### src/rtl/commit_pkg.sv
// Shared types for the commit/retire controller.
//   commit_cls_e : instruction class at a scoreboard entry, as seen by commit
//   seq_state_e  : state of the fence/AMO sequencer
//   exception_t  : core exception record (cause / tval / valid)
//   is_simple    : classes that retire immediately without side effects
package commit_pkg;

    localparam int unsigned CORE_XLEN = 64;

    typedef enum logic [3:0] {
        ALU,
        LOAD,
        STORE,
        CTRL,
        MULT,
        FPU,
        FENCE,
        FENCE_I,
        SFENCE,
        AMO,
        OTHER
    } commit_cls_e;

    typedef enum logic [1:0] {
        IDLE,
        DRAIN,
        ISSUE,
        AMO_WAIT
    } seq_state_e;

    typedef struct packed {
        logic [CORE_XLEN-1:0] cause;
        logic [CORE_XLEN-1:0] tval;
        logic                 valid;
    } exception_t;

    function automatic logic is_simple(input commit_cls_e c);
        return c inside {ALU, LOAD, CTRL, MULT, FPU};
    endfunction

endpackage

### src/rtl/commit_fence_seq.sv
// Fence / fence.i / sfence.vma / AMO sequencer for the head of the scoreboard.
//
// state    | meaning
// ---------+--------------------------------------------------------------
// IDLE     | no sequence; head may start one
// DRAIN    | fence waiting for the store buffer to empty
// ISSUE    | retire the fence and pulse the matching flush request
// AMO_WAIT | AMO handed to the cache; waits for amo_ack_i (not abortable)
//
// Ports:
//   clk_i, rst_i         clock, synchronous active-high reset
//   head_ok_i            port 0 entry valid and without exception
//   cls_i                class of the port 0 entry
//   halt_i, flush_i      block new sequences / abort a fence in DRAIN
//   no_st_pending_i      store buffer empty
//   amo_ack_i            AMO completed in the cache
//   state_o              current state
//   ack_o                retire port 0 this cycle (ISSUE or AMO completion)
//   amo_valid_o          AMO may execute
//   flush_commit_o       flush pipeline after an AMO
//   fence_o, fence_i_o, sfence_vma_o  one-cycle flush request pulses
module commit_fence_seq
    import commit_pkg::*;
(
    input  logic        clk_i,
    input  logic        rst_i,
    input  logic        head_ok_i,
    input  commit_cls_e cls_i,
    input  logic        halt_i,
    input  logic        flush_i,
    input  logic        no_st_pending_i,
    input  logic        amo_ack_i,
    output seq_state_e  state_o,
    output logic        ack_o,
    output logic        amo_valid_o,
    output logic        flush_commit_o,
    output logic        fence_o,
    output logic        fence_i_o,
    output logic        sfence_vma_o
);

    seq_state_e  state_q, state_d;
    commit_cls_e kind_q;
    logic        start_fence, start_amo;

    // A sequence only starts from a clean head; a flush in the same cycle
    // means the head entry is about to be discarded anyway.
    assign start_fence = head_ok_i && !halt_i && !flush_i
                         && (cls_i inside {FENCE, FENCE_I, SFENCE});
    assign start_amo   = head_ok_i && !halt_i && !flush_i && (cls_i == AMO);

    always_ff @(posedge clk_i) begin
        if (rst_i) begin
            state_q <= IDLE;
            kind_q  <= ALU;
        end else begin
            state_q <= state_d;
            if (state_q == IDLE && start_fence) begin
                kind_q <= cls_i;
            end
        end
    end

    always_comb begin
        state_d        = state_q;
        ack_o          = 1'b0;
        amo_valid_o    = 1'b0;
        flush_commit_o = 1'b0;
        fence_o        = 1'b0;
        fence_i_o      = 1'b0;
        sfence_vma_o   = 1'b0;
        unique case (state_q)
            IDLE: begin
                if (start_fence) begin
                    state_d = DRAIN;
                end else if (start_amo) begin
                    state_d = AMO_WAIT;
                end
            end
            DRAIN: begin
                if (halt_i || flush_i) begin
                    state_d = IDLE;
                end else if (no_st_pending_i) begin
                    state_d = ISSUE;
                end
            end
            ISSUE: begin
                // Committed on entry: a concurrent flush does not cancel it.
                ack_o        = 1'b1;
                fence_o      = (kind_q == FENCE);
                fence_i_o    = (kind_q == FENCE_I);
                sfence_vma_o = (kind_q == SFENCE);
                state_d      = IDLE;
            end
            AMO_WAIT: begin
                amo_valid_o = 1'b1;
                if (amo_ack_i) begin
                    ack_o          = 1'b1;
                    flush_commit_o = 1'b1;
                    state_d        = IDLE;
                end
            end
            default: state_d = IDLE;
        endcase
    end

    assign state_o = state_q;

endmodule

### src/rtl/commit_retire_ctrl.sv
// N-wide in-order commit controller between the scoreboard head and the
// architectural state. Port 0 is the oldest entry; acks form a thermometer.
//
// Optional feature: define COMMIT_RETIRE_CNT_EN to add a retired-instruction
// counter (cnt_clr_i, retired_cnt_o).
//
// Ports:
//   clk_i, rst_i                 clock, synchronous active-high reset
//   halt_i, single_step_i        stop retiring / retire port 0 only
//   flush_i                      abort a fence waiting in DRAIN
//   instr_valid_i/ex/cls/rd_fpr/rd/result  per-port scoreboard entry
//   instr_tid_i, commit_tid_o    trans id of port 0 (passed through)
//   commit_ack_o                 retired this cycle
//   we_gpr_o, we_fpr_o, waddr_o, wdata_o   register file write ports
//   commit_lsu_o/commit_lsu_ready_i, no_st_pending_i  store buffer handshake
//   amo_valid_o/amo_ack_i/amo_result_i      AMO handshake
//   fence_o, fence_i_o, sfence_vma_o, flush_commit_o  flush requests
//   fflags_we_o, fflags_o        accumulated FP flags of retiring FPU ops
//   exception_o                  commit exception (port 0 only)
module commit_retire_ctrl
    import commit_pkg::*;
#(
    parameter int unsigned NR_PORTS      = 2,
    parameter int unsigned XLEN          = 64,
    parameter int unsigned TRANS_ID_BITS = 3
`ifdef COMMIT_RETIRE_CNT_EN
    ,
    parameter int unsigned RET_CNT_W     = 64
`endif
) (
    input  logic                     clk_i,
    input  logic                     rst_i,
`ifdef COMMIT_RETIRE_CNT_EN
    input  logic                     cnt_clr_i,
    output logic [RET_CNT_W-1:0]     retired_cnt_o,
`endif
    input  logic                     halt_i,
    input  logic                     single_step_i,
    input  logic                     flush_i,
    input  logic [NR_PORTS-1:0]      instr_valid_i,
    input  exception_t               instr_ex_i     [NR_PORTS],
    input  commit_cls_e              instr_cls_i    [NR_PORTS],
    input  logic [NR_PORTS-1:0]      instr_rd_fpr_i,
    input  logic [4:0]               instr_rd_i     [NR_PORTS],
    input  logic [XLEN-1:0]          instr_result_i [NR_PORTS],
    input  logic [TRANS_ID_BITS-1:0] instr_tid_i,
    output logic [NR_PORTS-1:0]      commit_ack_o,
    output logic [NR_PORTS-1:0]      we_gpr_o,
    output logic [NR_PORTS-1:0]      we_fpr_o,
    output logic [4:0]               waddr_o        [NR_PORTS],
    output logic [XLEN-1:0]          wdata_o        [NR_PORTS],
    output logic                     commit_lsu_o,
    input  logic                     commit_lsu_ready_i,
    input  logic                     no_st_pending_i,
    output logic                     amo_valid_o,
    input  logic                     amo_ack_i,
    input  logic [XLEN-1:0]          amo_result_i,
    output logic                     fence_o,
    output logic                     fence_i_o,
    output logic                     sfence_vma_o,
    output logic                     flush_commit_o,
    output logic                     fflags_we_o,
    output logic [4:0]               fflags_o,
    output exception_t               exception_o,
    output logic [TRANS_ID_BITS-1:0] commit_tid_o
);

    seq_state_e          seq_state;
    logic                seq_ack;
    logic                idle;
    logic                head_ok;
    logic                amo_wb;
    logic [NR_PORTS-1:0] elig;
    logic [NR_PORTS-1:0] ack;
    logic [NR_PORTS-1:0] unused_ex;

    assign idle    = (seq_state == IDLE);
    assign head_ok = instr_valid_i[0] && !instr_ex_i[0].valid;
    // The AMO writeback coincides with the post-AMO flush request.
    assign amo_wb  = flush_commit_o;

    commit_fence_seq u_seq (
        .clk_i           (clk_i),
        .rst_i           (rst_i),
        .head_ok_i       (head_ok),
        .cls_i           (instr_cls_i[0]),
        .halt_i          (halt_i),
        .flush_i         (flush_i),
        .no_st_pending_i (no_st_pending_i),
        .amo_ack_i       (amo_ack_i),
        .state_o         (seq_state),
        .ack_o           (seq_ack),
        .amo_valid_o     (amo_valid_o),
        .flush_commit_o  (flush_commit_o),
        .fence_o         (fence_o),
        .fence_i_o       (fence_i_o),
        .sfence_vma_o    (sfence_vma_o)
    );

    assign commit_lsu_o = idle && head_ok && !halt_i && (instr_cls_i[0] == STORE);

    // elig[k] is each port's own condition; the AND-prefix turns it into an
    // in-order thermometer without a combinational chain through ack itself.
    for (genvar k = 0; k < NR_PORTS; k++) begin : g_port
        if (k == 0) begin : g_head
            assign elig[0] = (idle && head_ok && !halt_i && is_simple(instr_cls_i[0]))
                             || (commit_lsu_o && commit_lsu_ready_i)
                             || seq_ack;
            assign wdata_o[0] = amo_wb ? amo_result_i : instr_result_i[0];
        end else begin : g_tail
            assign elig[k] = idle && instr_valid_i[k] && !instr_ex_i[k].valid
                             && !halt_i && !single_step_i && is_simple(instr_cls_i[k]);
            assign wdata_o[k] = instr_result_i[k];
        end
        assign ack[k]       = &elig[k:0];
        assign we_gpr_o[k]  = ack[k] && !instr_rd_fpr_i[k];
        assign we_fpr_o[k]  = ack[k] &&  instr_rd_fpr_i[k];
        assign waddr_o[k]   = instr_rd_i[k];
        assign unused_ex[k] = ^{instr_ex_i[k].cause[CORE_XLEN-1:5], instr_ex_i[k].tval};
    end

    assign commit_ack_o = ack;
    assign commit_tid_o = instr_tid_i;

    // FPU flags travel in the low cause bits of a non-excepting entry.
    always_comb begin
        fflags_o    = '0;
        fflags_we_o = 1'b0;
        for (int k = 0; k < NR_PORTS; k++) begin
            if (ack[k] && instr_cls_i[k] == FPU) begin
                fflags_o    = fflags_o | instr_ex_i[k].cause[4:0];
                fflags_we_o = 1'b1;
            end
        end
    end

    always_comb begin
        exception_o = '0;
        if (instr_valid_i[0] && !halt_i) begin
            exception_o = instr_ex_i[0];
        end
    end

`ifdef COMMIT_RETIRE_CNT_EN
    logic [RET_CNT_W-1:0] ack_cnt;

    always_comb begin
        ack_cnt = '0;
        for (int k = 0; k < NR_PORTS; k++) begin
            ack_cnt = ack_cnt + RET_CNT_W'(ack[k]);
        end
    end

    always_ff @(posedge clk_i) begin
        if (rst_i || cnt_clr_i) begin
            retired_cnt_o <= '0;
        end else begin
            retired_cnt_o <= retired_cnt_o + ack_cnt;
        end
    end
`endif

endmodule

### config.mk
export PLATFORM = sky130hd
export DESIGN_NAME = commit_retire_ctrl
export DESIGN_NICKNAME = d
export VERILOG_FILES = /design/src/rtl/commit_pkg.sv /design/src/rtl/commit_fence_seq.sv /design/src/rtl/commit_retire_ctrl.sv
export SDC_FILE = /design/constraint.sdc
export NUM_CORES = 1
export LEC_CHECK = 0
export ABC_AREA = 1
export ABC_CLOCK_PERIOD_IN_PS = 1800
export CAP_MARGIN = 25
export CORE_AREA = 5 5 297 299
export CTS_CLUSTER_SIZE = 8
export DETAILED_ROUTE_END_ITERATION = 8
export DIE_AREA = 0 0 302 304
export GPL_TIMING_DRIVEN = 0
export PLACE_DENSITY = 0.35
export SYNTH_ARGS = -nofsm -noshare
export SYNTH_HDL_FRONTEND = slang
export SYNTH_HIERARCHICAL = 1
export SYNTH_SLANG_ARGS = --single-unit
### constraint.sdc
create_clock -name clk_i -period 1.8 [get_ports clk_i]
set_input_delay 0.18 -clock clk_i [delete_from_list [all_inputs] [get_ports clk_i]]
set_output_delay 0.18 -clock clk_i [all_outputs]
set_load 0.01 [all_outputs]
After elaboration in Yosys (flattened, before gate mapping)
Cells that the tools add are included.

Equal/unequal tests: 22. Multiplexer cells: 19. Bitwise operators: 1. Reductions and logical operators: 41.

Operators by type and width (number): two-way mux 129 bit (1); two-way mux 64 bit (1); == test 4 x 3 -> 1 bit, second input constant (8); logical AND 1 bit (23); == test 4 x 2 -> 1 bit, second input constant (3); == test 4 bit, second input constant (3); two-way mux 2 bit (5); two-way mux 5 bit (2); nonzero test 5 bit (2); == test 4 x 1 -> 1 bit, second input constant (2); logical NOT 4 bit (2); two-way mux 1 bit (8); one-hot mux 2 bit (4 select lines) (1); logical NOT 1 bit (7); OR 5 bit (1); == test 2 bit, second input constant (2); logical OR 1 bit (3); inequality test 3 x 1 -> 1 bit, second input constant (1); inequality test 3 x 2 -> 1 bit, second input constant (1); AND reduction 3 bit (1); nonzero test 3 bit (1); == test 2 x 1 -> 1 bit, second input constant (1); logical NOT 2 bit (1); inequality test 2 bit, second input constant (1); 2 further kinds (2).

Register bits: 6. Input bits: 483. Output and inout bits: 288. Word-level logic and storage cells: 85.

Logic depth before layout (Yosys ltp)
Gate-level depths: netlist of the first run.

Depth after elaboration: 12. Mapped depth: 9. Mapped depth without buffers: 9.

Cells and area by module
The synthesis of the first run kept the hierarchy.

Modules (own cells, without submodules): commit_retire_ctrl (instances 1, cells an instance 481, area an instance 2693.8 µm², sequential area each 0.0 µm²); commit_fence_seq (instances 1, cells an instance 62, area an instance 386.6 µm², sequential area each 120.1 µm²).

Worst setup path before layout of the first run
OpenSTA, ideal clock, no wires.

Path type: register to output. Start point: reg u_seq.state_q[1], in the netlist u_seq/state_o[1]. End point: out wdata_o[100] (netlist bit). Arrival: 1573 ps. Required time: 1620 ps. Path slack: 47 ps. Cell stages (with the launch flop): 6. Buffers on the path: 2. Cell sequence: dfxtp_1 nand2_1 nor2_1 buf_2 buf_2 mux2_2.

RTL lines: start: declaration (RTL line commit_fence_seq.sv:42) `seq_state_e state_q, state_d;`; start signal: assignment (RTL line commit_fence_seq.sv:57) `state_q <= state_d;`; end: declaration (RTL line commit_retire_ctrl.sv:51) `output logic [XLEN-1:0] wdata_o [NR_PORTS],`.

==> flow_metrics.py, run 1 <==
metrics = {
    "run_status": {
        "outcome": "finished with violations",
        "violations": "negative setup slack",
    },
    "place": {
        "gp_congestion": 0.830,
        "dpl.hpwl_um": 31000,
        "io_buffer_count": 570,
        "dpl_cell_area_mm2": 0.0102,
        "dpl.cell_count": 2257,
    },
    "power_and_ir_drop": {
        "power.leakage_nw": 5.46,
        "irDropWorstVdd_mv": 0.381,
        "powerDensity_mw_per_mm2": 296,
    },
    "global_routing": {
        "grtUsageTotal_pct": 6.97,
        "overflow": 0,
        "antenna_found_initial": 11,
        "first_global_vias": 6525,
        "grt_start_max_net_pins": 11,
        "grt_pass1_wl_um": 46400,
    },
    "critical_path": {
        "crit_required_ps": 1620,
        "start_kind": "register",
        "reg2reg_depth": 6,
        "cp_max_fo": 5,
        "arrival_ps": 1980,
        "r2r_start": "u_seq/state_o[1]$_SDFFE_PP0P_",
        "critical_path_class": "register to output port",
        "r2r_setup_slack_ps": 480,
        "regToRegEndpoint": "u_seq/kind_q[3]$_SDFFE_PP0P_",
        "end_kind": "output port",
    },
    "synthesis": {
        "syn_inst": 543,
        "synth.area.top_cells": "mux2_2 23%, inv_1 19%, buf_4 19%",
        "synthDistinctLibCells": 25,
        "synth_top_area_share_pct": 23.4,
        "synth_seq_cells": 6,
        "synthTopCellsByCount": "155 x inv_1, 141 x nor2_1, 77 x buf_4, 64 x mux2_2, 27 x nand2_1",
        "synth_nets": 1026,
        "yosys_warnings": 6,
        "async_reset_ff_share_pct": 0,
        "yosysSeqAreaShare_pct": 3.90,
        "synth_top_flop_cell": "dfxtp_1",
        "synth_top_area_cell": "mux2_2",
        "synth-edff-count": 0,
        "synth_most_common_cell": "inv_1",
        "syn_area_per_cell_um2": 5.67,
        "synth_area_mm2": 0.00308,
    },
    "route": {
        "wire_per_inst_um": 15.1,
        "drt_first_pass_iters": 4,
        "top_layer_used": "met5",
        "vias_per_cell": 2.53,
        "wirelength_um": 35500,
        "first_iter_violations": 180,
        "vias": 5941,
        "antenna_left": 0,
        "m1WireLength_um": 12700,
        "routed-wl-met2_um": 17900,
        "route.detailed.drc": 0,
        "dr_wl_met3_um": 4330,
    },
    "floorplan": {
        "die_y_um": 304,
        "pin_count": 771,
        "die_area_mm2": 0.0918,
        "initial_core_util_pct": 3.63,
        "rows": 107,
        "die_w_um": 302,
        "core_area_mm2": 0.0849,
    },
    "sta": {
        "setup_viol": 73,
        "finalCritPeriodShare_pct": 120,
        "hold_viol": 0,
        "skew_ps": 0.622,
        "whs_ps": 475,
        "worstMarginPinSlew_ps": 539,
        "rsz0062_at_grt": "yes",
        "finalMaxSlewViolations": 0,
        "fin_crit_ps": 2160,
        "setup_ws_ps": -357,
        "slew_headroom_pct": 63.8,
        "max_freq_mhz": 464,
    },
    "clock_tree": {
        "htreeDepth": 1,
        "clockBufferDepth": 2,
        "path_clk_slew_ps": 30,
        "cts_tree": "done",
        "worstSkewPairLatency_ps": 230,
        "clockRootBuffer": "clkbuf_16",
        "cts_buffers": 3,
        "numClockSinks": 6,
    },
    "min_path": {
        "hold_path_class": "register to register",
        "worstHoldEndpoint": "u_seq/kind_q[2]$_SDFFE_PP0P_",
        "worstHoldStart": "u_seq/kind_q[2]$_SDFFE_PP0P_",
        "min_path_cells": 2,
    },
    "run": {
        "maxCapViolCount": 0,
    },
    "finish": {
        "fillers": 9875,
        "final_nets": 1682,
        "final_area_mm2": 0.0115,
        "syn_to_final_growth_pct": 273,
        "fin_cells": 2346,
        "drive_gt1_share_pct": 40.7,
    },
}
stage by stage:
step	power (W)	setup TNS (ps)	worst slack (ps)	util [%]
3_5_place_dp	0.00250	-290140	-1880	12.0
5_1_grt	0.00361	-18180	-404	13.5
6_report	0.00340	-13480	-357	13.6
4_1_cts	0.00342	-18530	-398	13.8
3_3_place_gp	0.00250	-288250	-1870	12.0
2_1_floorplan	0.000966	0	47.0	-
area by class of cell:
cell class	instances	area, µm²	area share (%)
inverter	158	604	5.25
tap	1144	1430	12.4
buffer	94	827	7.19
antenna	5	12.5	0.109
multi-input combinational	280	2070	18.0
timing repair buffer	656	6360	55.3
clock buffer	3	75.1	0.653
sequential	6	128	1.11
where the power goes:
| group | total (W) | switching [W] | internal, W | leakage [nW] |
|---|---|---|---|---|
| clock | 0.000357 | 0.0000722 | 0.000285 | 0.0370 |
| sequential | 0.000183 | 0.0000245 | 0.000158 | 0.0501 |
| combinational | 0.00286 | 0.00110 | 0.00176 | 5.38 |
| total | 0.00340 | 0.00120 | 0.00221 | 5.46 |
metal layers:
metal / track usage [%] / up-vias
li1: - / 2815
met1: 7.26 / 2654
met2: 13.2 / 426
met3: 2.91 / 32
met4: 1.08 / 14
met5: 0 / -
cell families (layout without fill, tap and decap cells):
group	after synthesis	in the layout	share of synthesized area, %
multiplexers	64	64	23.4
buffers and inverters	257	911	41.8
AO/OA/AOI/OAI	12	12	2.15
other	0	5	0
flip-flops	6	6	3.90
AND/OR/NAND/NOR	204	204	28.7
critical path: stages, from the launching register on:
cell and delay [ps]:
dfxtp_4 360, nand2_4 70, nor2_4 40, buf_12 120, buf_12 130, buf_8 120, buf_12 110, buf_8 110
buf_8 130, buf_6 110, mux2_4 290, buf_6 130
worst max path at each step:
stage                                              from               end  slack [ps]  cells after the start
after floorplan           u_seq/state_o[1]$_SDFFE_PP0P_      wdata_o[100]          50                      5
after global placement                           halt_i  exception_o[114]       -1870                      7
after detailed placement                         halt_i    exception_o[2]       -1880                      7
after CTS                 u_seq/state_o[0]$_SDFFE_PP0P_      wdata_o[125]        -400                     11
after global routing      u_seq/state_o[1]$_SDFFE_PP0P_      wdata_o[125]        -400                     11
final                     u_seq/state_o[1]$_SDFFE_PP0P_      wdata_o[125]        -360                     11
flip-flops by register name, summed over array words and instances, names as in the netlist:
signal         count
u_seq/state_o      2
u_seq/kind_q       4
repair_timing:
item                       in CTS  in global routing
gates cloned                    6                  1
gates resized for setup       924                156
pin swaps                      15                  9
hold endpoints to repair        0                  0
buffers inserted               69                 21
setup endpoints to repair     209                156
hold buffers                    0                  0
cells in the final DEF (no fill, tap or decap), types with 7 or more instances in the layout:
cell             Yosys  routed
buf_6                0     110
inv_1              155     147
nor2_1             141     127
clkdlybuf4s50_1      0     351
nand2_1             27      19
nand2_2              3       7
a21oi_1              8       7
buf_2               19      62
dlygate4sd2_1        0      28
nor2_2               3       7
buf_12               0      19
mux2_4               0      62
nor2_4               1      11
clkbuf_2             0      43
buf_4               77     104
nand3_1             14      12
inv_2                3       8
buf_8                1      12
clkdlybuf4s15_2      0      10
Power figures use the tool's default switching activity.
==> run 2: changes to the inputs <==
Settings changed: ABC_CLOCK_PERIOD_IN_PS 1800 to 2500.
Clock period 1.8 ns to 2.5 ns, I/O delays scaled along.
==> run 2 against run 1 <==
The flow now finishes without violations. Critical path type is now input port to output port. First-iteration DRC count down 19%. Final area down 9.4%. Worst setup slack better by 450 ps. Flip-flop and latch count unchanged. Via count down 5.8%. Clock power down 28%. Clock skew about the same. Register-to-register slack better by 900 ps. Sequential power down 29%. Critical path depth down 3. Count of clock-buffer cells in the layout unchanged.
==> flow_metrics.py, run 2 (synthesis gave the netlist of run 1 again) <==
metrics = {
    "power_and_ir_drop": {
        "pwr-share-clk_pct": 13.1,
        "switchingPower_w": 0.000724,
        "power.leakage_nw": 4.96,
        "seq_power_share_pct": 6.6,
        "fin_total_pwr_w": 0.00197,
        "swShare_pct": 36.7,
        "p_int_w": 0.00125,
        "powerDensity_mw_per_mm2": 189,
        "combPwrFrac_pct": 80.3,
        "irDropWorstVdd_mv": 0.252,
    },
    "sta": {
        "finalMaxSlewViolations": 0,
        "setup_ws_ps": 91.3,
        "hold_viol": 0,
        "slew_headroom_pct": 64.8,
        "whs_ps": 475,
        "worstMarginPinSlew_ps": 524,
        "setup_viol": 0,
        "max_freq_mhz": 415,
        "fin_crit_ps": 2410,
        "finalCritPeriodShare_pct": 96.3,
        "rsz0062_at_grt": "yes",
        "skew_ps": 0.985,
    },
    "route": {
        "vias": 5597,
        "wire_per_inst_um": 14.8,
        "antenna_left": 0,
        "drt_first_pass_iters": 4,
        "first_iter_violations": 146,
        "route.detailed.drc": 0,
        "vias_per_cell": 2.46,
        "wirelength_um": 33500,
    },
    "floorplan": {
        "die_w_um": 302,
        "die_area_mm2": 0.0918,
        "initial_core_util_pct": 3.63,
        "rows": 107,
        "die_y_um": 304,
        "pin_count": 771,
        "core_area_mm2": 0.0849,
    },
    "global_routing": {
        "grt.met2_usage_pct": 12.5,
        "grt_pass1_wl_um": 43500,
        "grt_use_met3_pct": 2.87,
        "grt.busiest_layer": "met2",
        "antenna_found_initial": 15,
        "overflow": 0,
        "first_global_vias": 6118,
        "grtUsageMet1_pct": 6.71,
        "grtUsageTotal_pct": 6.58,
        "grt_start_max_net_pins": 20,
    },
    "finish": {
        "seq_area_um2": 121,
        "drive_gt1_share_pct": 18.4,
        "layout_common_cells": "389 x clkdlybuf4s50_1, 165 x dlygate4sd2_1, 153 x inv_1",
        "syn_to_final_growth_pct": 238,
        "layout_commonest_cell": "clkdlybuf4s50_1",
        "largest_reg_flops": 4,
        "top_register": "u_seq/kind_q",
        "final_nets": 1607,
        "multiInputGateArea_mm2": 0.00173,
        "fillers": 9946,
    },
    "critical_path": {
        "arrival_ps": 2160,
        "end_kind": "output port",
        "cp_max_fo": 10,
        "start_kind": "input port",
        "crit_required_ps": 2250,
        "critical_path_class": "input port to output port",
    },
    "run_status": {
        "outcome": "completed",
    },
    "run": {
        "maxCapViolCount": 0,
    },
    "clock_tree": {
        "numClockSinks": 6,
        "path_clk_slew_ps": 30,
        "worstSkewPairLatency_ps": 230,
        "clockBufferDepth": 2,
        "cts_buffers": 3,
        "clockRootBuffer": "clkbuf_16",
        "cts_tree": "done",
        "hold_buffers": 0,
        "htreeDepth": 1,
    },
    "place": {
        "gp_congestion": 0.830,
        "io_buffer_count": 570,
        "post-place-ws_ps": -1320,
        "dpl.hpwl_um": 31000,
    },
    "min_path": {
        "hold_path_class": "register to register",
    },
}
## run 2: routing by layer
layer	wire [µm]	up-vias
met4	578	14
met1	11900	2448
met2	16700	439
met5	93	-
met3	4300	33
li1	-	2663
## run 2: critical path, cell delays in order
cell	delay, ps
clkdlybuf4s50_1	500
nand2_2	100
nor2_4	120
buf_12	130
bufbuf_16	280
buf_12	140
mux2_2	330
dlygate4sd2_1	290
## run 2: worst paths after layout
path,startpoint,end,slack [ps],cells after the start
hold reg to reg,u_seq/kind_q[2]$_SDFFE_PP0P_,u_seq/kind_q[2]$_SDFFE_PP0P_,470,2
hold / removal,u_seq/kind_q[2]$_SDFFE_PP0P_,u_seq/kind_q[2]$_SDFFE_PP0P_,470,2
setup / recovery,amo_ack_i,wdata_o[88],90,8
setup reg to reg,u_seq/state_o[0]$_SDFFE_PP0P_,u_seq/state_o[1]$_SDFFE_PP0P_,1380,6
## run 2: final cells by class
class | instances | area share (%)
diodes | 5 | 0.120
repair buffers | 577 | 54.2
clock buffers | 3 | 0.721
well taps | 1144 | 13.7
plain buffers | 98 | 7.75
inverters | 158 | 5.73
multi-input cells | 280 | 16.6
flip-flops and latches | 6 | 1.17
## run 2: power groups by stage
stage / clock network (W) / registers (W) / logic [W]
finish: 0.000258 / 0.000130 / 0.00158
global placement: 0 / 0.000129 / 0.00167
CTS: 0.000263 / 0.000130 / 0.00163
floorplan: 0 / 0.000125 / 0.000570
detailed placement: 0 / 0.000130 / 0.00167
global route: 0.000266 / 0.000134 / 0.00171
## run 2: metrics by stage
step           std cells  TNS (ps)  cell area, µm²  utilization, %
6_report            2271         0           10400            12.3
5_1_grt             2266     -45.4           10400            12.3
4_1_cts             2266      -162           10400            12.2
3_5_place_dp        2257   -174420           10200            12.0
3_3_place_gp        2257   -172670           10200            12.0
2_1_floorplan        543         0            3080               -
## run 2: repair_timing
item	in CTS	in global routing
endpoints found under the setup margin	205	26
gates resized for setup	230	15
pin swaps	2	2
gates cloned	2	0
setup buffers	5	0
==> run 3: changes to the inputs <==
--- a/config.mk
+++ b/config.mk
@@ -10,8 +10,8 @@
 export CAP_MARGIN = 25
-export CORE_AREA = 5 5 297 299
+export CORE_AREA = 2 2 303 305
 export CTS_CLUSTER_SIZE = 8
 export DETAILED_ROUTE_END_ITERATION = 8
-export DIE_AREA = 0 0 302 304
+export DIE_AREA = 0 0 305 307
 export GPL_TIMING_DRIVEN = 0
-export PLACE_DENSITY = 0.35
+export PLACE_DENSITY = 0.34
 export SYNTH_ARGS = -nofsm -noshare
--- a/constraint.sdc
+++ b/constraint.sdc
@@ -3,2 +3,2 @@
 set_output_delay 0.25 -clock clk_i [all_outputs]
-set_load 0.01 [all_outputs]
+set_load 0.05 [all_outputs]
==> run 3 against run 2 <==
Hold slack got worse by 25 ps. Clock power barely moved. Core utilization fell by 1.2 points. Cell count rose by 2.1%. Clock skew rose by 1.8 ps. First-iteration DRC count fell by 27%. Maximum frequency barely moved.
==> flow_metrics.py, run 3 (synthesis gave the netlist of run 1 again) <==
metrics = {
    "critical_path": {
        "regToRegEndpoint": "u_seq/state_o[1]$_SDFFE_PP0P_",
        "cp_top_family": "buffers and inverters",
        "r2r_start": "u_seq/state_o[0]$_SDFFE_PP0P_",
        "reg2reg_depth": 6,
        "crit_required_ps": 2250,
        "critical_path_class": "input port to output port",
        "arrival_ps": 2160,
        "end_kind": "output port",
        "crit_buf_inv": 6,
        "start_kind": "input port",
        "cp_max_fo": 10,
        "r2r_setup_slack_ps": 1370,
        "cpMaxStageDelayCell": "clkdlybuf4s15_1",
        "cpMostUsedCell": "nor2_1",
        "max_stage_delay_ps": 530,
        "crit_chain": "clkdlybuf4s50_1 > inv_1 > nor2_1 > inv_2 > clkbuf_4 > buf_4 > nor2_1 > clkdlybuf4s15_1",
    },
    "power_and_ir_drop": {
        "seq_power_share_pct": 4.7,
        "p_int_w": 0.00123,
        "irDropWorstVdd_mv": 0.140,
        "power.leakage_nw": 4.54,
        "switchingPower_w": 0.00149,
        "pwr-share-clk_pct": 9.6,
        "combPwrFrac_pct": 85.7,
        "swShare_pct": 54.8,
        "powerDensity_mw_per_mm2": 270,
    },
    "global_routing": {
        "overflow": 0,
        "grtUsageTotal_pct": 7.97,
        "antenna_found_initial": 24,
        "grt_start_max_net_pins": 11,
        "grt_pass1_wl_um": 50800,
        "first_global_vias": 6029,
    },
    "sta": {
        "skew_ps": 2.82,
        "fin_tns_setup_ps": 0,
        "slew_headroom_pct": 53.0,
        "worstMarginPinSlew_ps": 708,
        "finalCritPeriodShare_pct": 96.3,
        "hold_viol": 0,
        "max_freq_mhz": 416,
        "setup_viol": 0,
        "fin_crit_ps": 2410,
        "setup_ws_ps": 93.3,
        "finalMaxSlewViolations": 0,
    },
    "floorplan": {
        "die_y_um": 307,
        "die_w_um": 305,
        "pin_count": 771,
        "initial_core_util_pct": 3.40,
        "rows": 111,
        "core_area_mm2": 0.0907,
        "die_area_mm2": 0.0936,
    },
    "min_path": {
        "hold_path_class": "input port to register",
        "worstHoldStart": "instr_cls_i[4]",
        "min_path_cells": 3,
        "worstHoldEndpoint": "u_seq/kind_q[0]$_SDFFE_PP0P_",
    },
    "finish": {
        "fillers": 10638,
        "final_area_mm2": 0.0101,
        "drive_gt1_share_pct": 32.6,
        "syn_to_final_growth_pct": 227,
        "largest_reg_flops": 4,
        "final_nets": 1609,
        "layout_commonest_cell": "clkdlybuf4s50_1",
        "layout_common_cells": "359 x clkdlybuf4s50_1, 153 x inv_1, 138 x nor2_1",
        "top_register": "u_seq/kind_q",
    },
    "clock_tree": {
        "cts_buffers": 3,
        "htreeDepth": 1,
        "worstSkewPairLatency_ps": 230,
        "path_clk_slew_ps": 30,
        "numClockSinks": 6,
        "clockBufferDepth": 2,
        "cts_tree": "done",
        "hold_buffers": 0,
        "clockRootBuffer": "clkbuf_16",
    },
    "run_status": {
        "outcome": "completed",
    },
    "route": {
        "vias": 5674,
        "vias_per_cell": 2.45,
        "wirelength_um": 39700,
        "route.detailed.drc": 0,
        "wire_per_inst_um": 17.1,
        "antenna_left": 0,
        "first_iter_violations": 107,
        "drt_first_pass_iters": 4,
    },
    "place": {
        "dpl_cell_area_mm2": 0.0103,
        "gp_congestion": 0.884,
        "dpl.hpwl_um": 37100,
        "io_buffer_count": 570,
        "post-place-ws_ps": -1060,
    },
    "run": {
        "maxCapViolCount": 0,
    },
}
## run 3: worst max path at each step
stage,from,to,slack [ps],cells after the start
2_1_floorplan,u_seq/state_o[1]$_SDFFE_PP0P_,fence_i_o,200,2
3_3_place_gp,instr_cls_i[5],fflags_o[2],-1090,5
3_5_place_dp,instr_ex_i[129],fflags_o[2],-1060,10
4_1_cts,instr_ex_i[129],fflags_o[3],-40,11
5_1_grt,instr_valid_i[0],exception_o[20],-0.9,8
6_report,instr_valid_i[0],exception_o[3],90,8
## run 3: routing by layer
layer | global-route usage [%] | vias to the layer above | share of wire [%]
met3 | 4.25 | 32 | 12
met1 | 8.99 | 2538 | 40
met2 | 13.0 | 425 | 45
met4 | 2.31 | 14 | 2.1
li1 | - | 2665 | -
met5 | 0 | - | 0.21
## run 3: worst min-delay path, stage by stage
cell,delay (ps)
dlymetal6s2s_1,170
o21ai_1,150
a21oi_1,50
## run 3: repair_timing
item                                    CTS  global route
setup buffers                             5             2
resized for setup                       558           143
pin swaps                                 3             3
endpoints found under the setup margin  206           113
## run 3: power groups by stage
stage / Combinational, W / Clock (W) / Sequential [W]
2_1_floorplan: 0.00130 / 0 / 0.000125
3_3_place_gp: 0.00245 / 0 / 0.000128
3_5_place_dp: 0.00245 / 0 / 0.000128
4_1_cts: 0.00238 / 0.000271 / 0.000127
5_1_grt: 0.00247 / 0.000273 / 0.000131
6_report: 0.00233 / 0.000261 / 0.000128
## run 3: final cells by class
cell class	count	area, µm²	share of cell area, %
Antenna cell	8	20.0	0.199
Buffer	99	738	7.33
Clock buffer	3	75.1	0.745
Inverter	158	597	5.93
Multi-Input combinational cell	280	1690	16.7
Sequential cell	6	121	1.20
Tap cell	1186	1480	14.7
Timing Repair Buffer	578	5350	53.1
## run 3: metrics by stage
step / std cells / hold WS, ps / util, % / total power (W)
global placement: 2299 / 456 / 11.3 / 0.00258
CTS: 2308 / 475 / 11.3 / 0.00278
global route: 2316 / 483 / 11.1 / 0.00288
floorplan: 543 / 422 / - / 0.00142
finish: 2318 / 450 / 11.1 / 0.00272
detailed placement: 2300 / 470 / 11.3 / 0.00258
